[src/rtl/clb_cfg_loader.sv]
// -----------------------------------------------------------------------------
// clb_cfg_loader
//
// Configuration sequencer for the CLB tile array. A byte-wide configuration
// stream arrives over a valid/ready handshake; every two bytes form one tile's
// 13-bit config word:
//   byte0 = cfg[7:0]
//   byte1 = {3'b101, cfg[12:8]}   (top three bits are a format tag)
// Each assembled word is written to the tile config registers with a one-cycle
// strobe. The fabric is held in reset until every tile has been written, then
// released and done_o is raised. A bad tag aborts the load with err_o.
//
// Optional feature (macro CLB_CFG_CHECKSUM_EN): after the last tile write, one
// extra byte is accepted and must equal the XOR of all 2*NUM_CLBS data bytes,
// otherwise the load ends in the error state.
//
// Ports:
//   clk_i          system clock
//   rst_i          synchronous, active-high reset
//   start_i        one-cycle pulse, begins a load (ignored while busy)
//   s_data_i       config byte stream
//   s_valid_i      stream byte valid
//   s_ready_o      loader accepts a byte this cycle
//   cfg_we_o       one-cycle write strobe to a tile config register
//   cfg_addr_o     tile index being written
//   cfg_data_o     config word for that tile
//   fabric_rst_no  active-low reset to the CLB fabric
//   busy_o         load in progress
//   done_o         all tiles configured (sticky until next start)
//   err_o          load aborted on format error (sticky until next start)
// -----------------------------------------------------------------------------
module clb_cfg_loader #(
  parameter int NUM_CLBS = 16,
  parameter int CFG_W    = 13,
  parameter int ADDR_W   = 4
) (
  input  logic              clk_i,
  input  logic              rst_i,
  input  logic              start_i,
  input  logic [7:0]        s_data_i,
  input  logic              s_valid_i,
  output logic              s_ready_o,
  output logic              cfg_we_o,
  output logic [ADDR_W-1:0] cfg_addr_o,
  output logic [CFG_W-1:0]  cfg_data_o,
  output logic              fabric_rst_no,
  output logic              busy_o,
  output logic              done_o,
  output logic              err_o
);

  localparam logic [2:0]        TAG       = 3'b101;
  localparam logic [ADDR_W-1:0] LAST_ADDR = ADDR_W'(NUM_CLBS - 1);

  typedef enum logic [2:0] {
    IDLE,
    LOAD_LO,
    LOAD_HI,
    WRITE,
    DONE,
    ERROR
`ifdef CLB_CFG_CHECKSUM_EN
    , CHECK
`endif
  } state_t;

  state_t            r_state;
  state_t            w_next;
  logic [7:0]        r_lo;
  logic [ADDR_W-1:0] r_addr;
  logic              w_xfer;
  logic              w_start;
`ifdef CLB_CFG_CHECKSUM_EN
  logic [7:0]        r_xsum;
`endif

  assign w_xfer  = s_valid_i & s_ready_o;
  assign w_start = start_i & (r_state inside {IDLE, DONE, ERROR});

  // Next-state logic. Every registered output is derived from w_next so that
  // it is valid in the first cycle of the corresponding state.
  always_comb begin
    // NOTE: default first so every path assigns w_next and no latch is inferred.
    w_next = r_state;
    case (r_state)
      IDLE, DONE, ERROR: if (start_i) w_next = LOAD_LO;
      LOAD_LO:           if (w_xfer)  w_next = LOAD_HI;
      LOAD_HI: begin
        if (w_xfer) w_next = (s_data_i[7:5] == TAG) ? WRITE : ERROR;
      end
      WRITE: begin
        if (r_addr == LAST_ADDR) begin
`ifdef CLB_CFG_CHECKSUM_EN
          w_next = CHECK;
`else
          w_next = DONE;
`endif
        end else begin
          w_next = LOAD_LO;
        end
      end
`ifdef CLB_CFG_CHECKSUM_EN
      CHECK: if (w_xfer) w_next = (s_data_i == r_xsum) ? DONE : ERROR;
`endif
      default:           w_next = IDLE;
    endcase
  end

  always_ff @(posedge clk_i) begin
    // NOTE: non-blocking assignments only, so every register samples the
    // pre-edge values regardless of statement order.
    if (rst_i) begin
      r_state       <= IDLE;
      r_lo          <= '0;
      r_addr        <= '0;
      s_ready_o     <= 1'b0;
      cfg_we_o      <= 1'b0;
      cfg_addr_o    <= '0;
      cfg_data_o    <= '0;
      fabric_rst_no <= 1'b0;
      busy_o        <= 1'b0;
      done_o        <= 1'b0;
      err_o         <= 1'b0;
`ifdef CLB_CFG_CHECKSUM_EN
      r_xsum        <= '0;
`endif
    end else begin
      r_state <= w_next;

`ifdef CLB_CFG_CHECKSUM_EN
      s_ready_o <= w_next inside {LOAD_LO, LOAD_HI, CHECK};
      busy_o    <= w_next inside {LOAD_LO, LOAD_HI, WRITE, CHECK};
`else
      s_ready_o <= w_next inside {LOAD_LO, LOAD_HI};
      busy_o    <= w_next inside {LOAD_LO, LOAD_HI, WRITE};
`endif
      cfg_we_o      <= (w_next == WRITE);
      done_o        <= (w_next == DONE);
      err_o         <= (w_next == ERROR);
      fabric_rst_no <= (w_next == DONE);

      if (r_state == LOAD_LO && w_xfer) r_lo <= s_data_i;

      // Word and address only move on entry to WRITE and hold otherwise.
      if (r_state == LOAD_HI && w_next == WRITE) begin
        cfg_data_o <= {s_data_i[4:0], r_lo};
        cfg_addr_o <= r_addr;
      end

      // Internal tile counter stops at the last tile; it never wraps.
      if (w_start) begin
        r_addr <= '0;
      end else if (r_state == WRITE && w_next == LOAD_LO) begin
        r_addr <= r_addr + ADDR_W'(1);
      end

`ifdef CLB_CFG_CHECKSUM_EN
      if (w_start) begin
        r_xsum <= '0;
      end else if (w_xfer && (r_state inside {LOAD_LO, LOAD_HI})) begin
        r_xsum <= r_xsum ^ s_data_i;
      end
`endif
    end
  end

endmodule

[config.mk]
export PLATFORM = sky130hd
export DESIGN_NAME = clb_cfg_loader
export DESIGN_NICKNAME = d
export VERILOG_FILES = /design/src/rtl/clb_cfg_loader.sv
export SDC_FILE = /design/constraint.sdc
export NUM_CORES = 1
export LEC_CHECK = 0
export CAP_MARGIN = 20
export CORE_UTILIZATION = 34
export DETAILED_ROUTE_END_ITERATION = 10
export GPL_ROUTABILITY_DRIVEN = 0
export HOLD_SLACK_MARGIN = 0.15
export PLACE_DENSITY = 0.69
export RECOVER_POWER = 50
export SLEW_MARGIN = 20
export SYNTH_ARGS = -nofsm -noshare
export SYNTH_HDL_FRONTEND = slang
export SYNTH_SLANG_ARGS = --single-unit
[constraint.sdc]
create_clock -name clk_i -period 3.64 [get_ports clk_i]
set_input_delay 0.546 -clock clk_i [delete_from_list [all_inputs] [get_ports clk_i]]
set_output_delay 0.546 -clock clk_i [all_outputs]
set_load 0.02 [all_outputs]
Yosys cells after proc, flatten, opt, wreduce, memory -nomap -nowiden
Cells that the tools add are included.
{"block": "totals", "ff_bits": 37, "out_inout_bits": 23}
{"block": "op_classes", "add_sub_neg": 1, "n_eq_ne": 12, "muxes": 6, "bitwise_logic": 2, "reduce_logical": 9}
{"cell": "equality test 3 bit (second input constant)", "count": 5}
{"cell": "2-to-1 mux 3 bit", "count": 5}
{"cell": "equality test 3 x 2 -> 1 bit (second input constant)", "count": 4}
{"cell": "one-hot mux 3 bit (4 select lines)", "count": 1}
{"cell": "equality test 3 x 1 -> 1 bit (second input constant)", "count": 2}
{"cell": "nonzero test 3 bit", "count": 2}
{"cell": "adder 4 x 1 -> 4 bit (second input constant)", "count": 1}
{"cell": "equality test 4 bit (second input constant)", "count": 1}
{"cell": "logical AND 1 bit", "count": 3}
{"cell": "logical NOT 3 bit", "count": 1}
{"cell": "OR reduction 3 bit", "count": 1}
{"cell": "AND 1 bit", "count": 2}
{"cell": "nonzero test 2 bit", "count": 1}
{"cell": "OR reduction 2 bit", "count": 1}

Logic depth before layout (Yosys ltp)
{"block": "logic_depth", "ltp_word": 6, "mapped_depth": 7, "mapped_depth_nobuf": 5}

Least setup slack after synthesis
No wires, ideal clock.
{"block": "synth_path", "path_kind": "register to register", "from": "register r_addr[0]", "to": "register busy_o", "setup_time_ps": 66, "t_arrival_ps": 1394, "required_ps": 3574, "setup_slack_ps": 2179, "stages_incl_launch_ff": 6, "path_buffers": 0, "synth_period_minus_slack_ps": 1461, "path_cell_list": "dfxtp_1 ha_1 and3_4 a32o_1 or3_4 a21oi_2"}
{"block": "synth_via", "elab_chain_len": 5, "word_cells_on_any_way": 7, "cone_classes": "eq/ne: 4; mux: 2; reduce/logical: 1"}
{"element": "from (decl)", "line": "70", "text": "logic [ADDR_W-1:0] r_addr;"}
{"element": "from (signal assigned)", "line": "154", "text": "r_addr <= r_addr + ADDR_W'(1);"}
{"element": "equality test 4 bit (*)", "line": "92", "text": "if (r_addr == LAST_ADDR) begin"}
{"element": "2-to-1 mux 3 bit (*)", "line": "92"}
{"element": "one-hot mux 3 bit (4 select lines) (*)", "line": "85", "text": "case (r_state)"}
{"element": "equality test 3 x 1 -> 1 bit or equality test 3 x 2 -> 1 bit (tied branches)", "line": "135", "text": "busy_o <= w_next inside {LOAD_LO, LOAD_HI, WRITE};"}
{"element": "nonzero test 3 bit (*)", "line": "135"}
{"element": "to (signal assigned)", "line": "135"}
{"element": "to (decl)", "line": "47", "text": "output logic busy_o,"}
Every way passes the cells marked *; elsewhere a longest branch is shown, timed or not.
A chain may end at the register's enable or synchronous reset.

Worst setup path after layout
{"block": "layout_path", "from": "input s_valid_i", "to": "register cfg_data_o[12]"}
{"block": "layout_via", "elab_chain_len": 5, "word_cells_on_any_way": 6, "cone_classes": "eq/ne: 1; mux: 3; bitwise: 1; reduce/logical: 1"}
{"element": "from (decl)", "line": "41", "text": "input logic s_valid_i,"}
{"element": "AND 1 bit (*)", "line": "77", "text": "assign w_xfer = s_valid_i & s_ready_o;"}
{"element": "2-to-1 mux 3 bit (on tied branches)", "line": "89, 87"}
{"element": "one-hot mux 3 bit (4 select lines) (*)", "line": "85"}
{"element": "equality test 3 x 2 -> 1 bit (*)", "line": "145", "text": "if (r_state == LOAD_HI && w_next == WRITE) begin"}
{"element": "logical AND 1 bit (*)", "line": "145"}
{"element": "to (signal assigned)", "line": "146", "text": "cfg_data_o <= {s_data_i[4:0], r_lo};"}
{"element": "to (decl)", "line": "45", "text": "output logic [CFG_W-1:0] cfg_data_o,"}
Marked as above.

==> metrics.md <==
| Metric | Value |
|---|---|
| Hold path start | `r_lo[2]$_SDFFE_PP0P_` |
| Post-CTS Resized | `0` |
| Cell Area, Synth | `1520 um2` |
| CTS tree | `yes` |
| Synth cell count leaders | `47 x nand2_1, 37 x dfxtp_1, 16 x a21oi_1` |
| WHS | `451 ps` |
| Mean post-synth cell area | `8.87 um2` |
| Outcome | `complete, no violations` |
| Vias | `1196` |
| Top cell type's share of synthesized area | `0.488` |
| Register area share after synthesis | `0.488` |
| CP arrival | `2240 ps` |
| Length of the first detailed-routing pass in iterations | `4` |
| Syn_nets | `184` |
| DIE WIDTH | `68.8 um` |
| RSZ-0062 raised after global routing | `false` |
| Clock tree buffer depth | `2` |
| Simple-Gate Fraction of Synth Area | `0.271` |
| Initial drt markers | `70` |
| Die Ht | `68.8 um` |
| Clk_lat worst skew | `290 ps` |
| P_int | `607 uW` |
| Synth async-reset ratio | `0` |
| Cell Chain, Critical Path | `dlygate4sd3_1, and2_0, nand3_1, nand2_1, a21oi_2` |
| DRC | `0` |
| GRT overflow | `0` |
| Synth Flop Type | `dfxtp_1` |
| Final net count | `217` |
| Clk slew on worst S/H paths | `70 ps` |
| First-pass GRT wire length | `4.75 mm` |
| Clk pwr share | `0.398` |
| Cells after DPL | `247` |
| Max FO, Critical Path | `18` |
| Clock sink count | `37` |
| Fin crit period | `2070 ps` |
| Seq pwr share | `0.533` |
| Main combinational cell family by area after synthesis | `simple AND/OR/NAND/NOR gates` |
| Fin. max-slew vios | `0` |
| Xor/xnor share of the synthesized area | `0.0173` |
| Switching share of power | `0.224` |
| Initial antenna violation count | `0` |
| Synth Instances | `171` |
| Final WL | `2.93 mm` |
| Number of cells on the worst reg-to-reg path | `4` |
| Fmax | `482 MHz` |
| DR WL/cell | `11.5 um` |
| Pwr Density | `403 nW/um2` |
| Max cap viols | `0` |
| Critical path class | `in -> reg` |
| Die ar. | `4730 um2` |
| Top post-synthesis cells by area | `dfxtp_1 49%, nand2_1 12%, a21oi_2 6.9%, a21oi_1 5.3%, nor2_1 2.7%` |
| Pwr Total | `782 uW` |
| Vias in the first global route | `1056` |
| NetSw | `175 uW` |
| Final setup vio count | `0` |
| Origin of the critical flop-to-flop path | `r_state[1]$_SDFF_PP0_` |
| Synth Area in Compound Gates | `0.166` |
| LEAKAGE | `0.703 nW` |
| Warnings, synthesis | `0` |
| Area leader, netlist | `dfxtp_1` |
| H-tree Lvls | `2` |
| Total track usage | `0.139` |
| Period utilization | `0.569` |
| Crit path from | `s_valid_i` |
| Fin. Hold Viols | `0` |
| Largest net degree at the start of global routing | `21` |
| I/O Buffers | `34` |
| Finished Core Util | `0.468` |
| #FFs+latches synth | `37` |
| Worst Hold Path Cells | `2` |
| Combinational share of power | `0.069` |
| I/O pin count | `35` |
| Post-route insts no fill | `255` |
| Hold-fix buffers at CTS | `0` |
| Root Driver | `clkbuf_8` |
| Area delta synth->final | `28.0%` |
| Starting Density | `0.366` |
| Setup_tns | `0 ps` |
| Setup repair bufs after CTS | `0` |
| Clock Skews | `3.36 ps` |
| Mux cell area share after synthesis | `0` |
| Slowest library cell on the worst path | `dlygate4sd3_1` |
| Final ANT Viol Nets | `0` |
| Worst vdd rail ir drop | `0.236 mV` |
| Critical path's largest stage delay | `590 ps` |
| Worst min path class | `reg -> reg` |
| Adder-Cell Fraction of Synth Area | `0.00825` |
| Inserted Clock Buffers | `5` |
| DPL Wire Length | `2.07 mm` |
| Slew HR | `0.524` |
| Worst setup EP type | `register` |
| Synth cell types | `37` |
| Worst setup SP type | `input port` |
| Via density | `4.69` |
| CP required | `3800 ps` |
| Fill cell total of the finished layout | `436` |
| Diodes inserted | `0` |
| Site Rows | `23` |
| Share of layout cells above drive strength 1 | `0.141` |
| Least-Margin Pin Slew | `711 ps` |
| Post-synth EDFFs | `0` |
| CORE AREA | `4140 um2` |
| Most common cell in the netlist | `nand2_1` |
logic make-up (layout without fill, tap and decap cells):
family,count (synthesis),count (layout)
fa+ha+maj,1,1
compound gates,36,36
xor+xnor,3,3
simple gates,84,84
flops,37,37
buf+inv,10,44
through the flow:
stage / setup slack (ps) / cell area (um2)
floorplan: 2180 / 1520
global placement: 1340 / 1860
detailed placement: 1350 / 1860
CTS: 1630 / 1960
global route: 1410 / 1940
finish: 1570 / 1940
critical path: cells and delay by family:
family	cells	cell delay (ps)
and+or+nand+nor	3	1020
buffers and inverters	1	590
AOI/OAI and AO/OA	1	70
layout by cell type, fill, tap and decap left out, types with 3 or more instances in the layout:
master and instances:
a21oi_1 16, clkdlybuf4s50_1 17, a21oi_2 12, dlygate4sd3_1 17, xnor2_1 3, nand2_1 47, nor3_1 4, nand2_2 5
clkbuf_8 7, dfxtp_1 37, nor2_1 11
flip-flops by register name, summed over array words and instances, names as in the netlist:
signal	count
r_lo	8
s_ready_o	1
cfg_data_o	13
done_o	1
r_state	3
cfg_we_o	1
busy_o	1
cfg_addr_o	4
r_addr	4
err_o	1
power groups by stage:
stage                     Clock (mW)  Sequential [mW]  Combinational, mW
after floorplan                    0            0.428             0.0303
after global placement             0            0.426             0.0569
after detailed placement           0            0.426             0.0570
after CTS                      0.320            0.417             0.0574
after global routing           0.334            0.418             0.0597
final                          0.312            0.417             0.0538
layout make-up:
class | count | area (um2) | share of cell area
clock buffers | 7 | 96.3 | 0.0496
inverters | 1 | 3.75 | 0.00193
repair buffers | 35 | 348 | 0.179
well taps | 50 | 62.6 | 0.0322
multi-input cells | 124 | 684 | 0.353
clock inverters | 1 | 5.00 | 0.00258
flip-flops and latches | 37 | 741 | 0.382
final timing paths:
kind,endpoint,slack (ps)
hold reg to reg,cfg_data_o[2]$_SDFFE_PP0P_,450
setup / recovery,cfg_data_o[12]$_SDFFE_PP0P_,1570
setup reg to reg,cfg_data_o[12]$_SDFFE_PP0P_,1880
hold / removal,cfg_data_o[2]$_SDFFE_PP0P_,450
per-layer routing:
layer | GRT usage | vias up | part of all wire
met5 | 0 | - | 0
li1 | - | 632 | -
met4 | 0.0689 | 0 | 0.012
met3 | 0.0362 | 4 | 0.052
met2 | 0.208 | 26 | 0.44
met1 | 0.185 | 534 | 0.50
No activity file was read; power rests on OpenSTA's default activity.
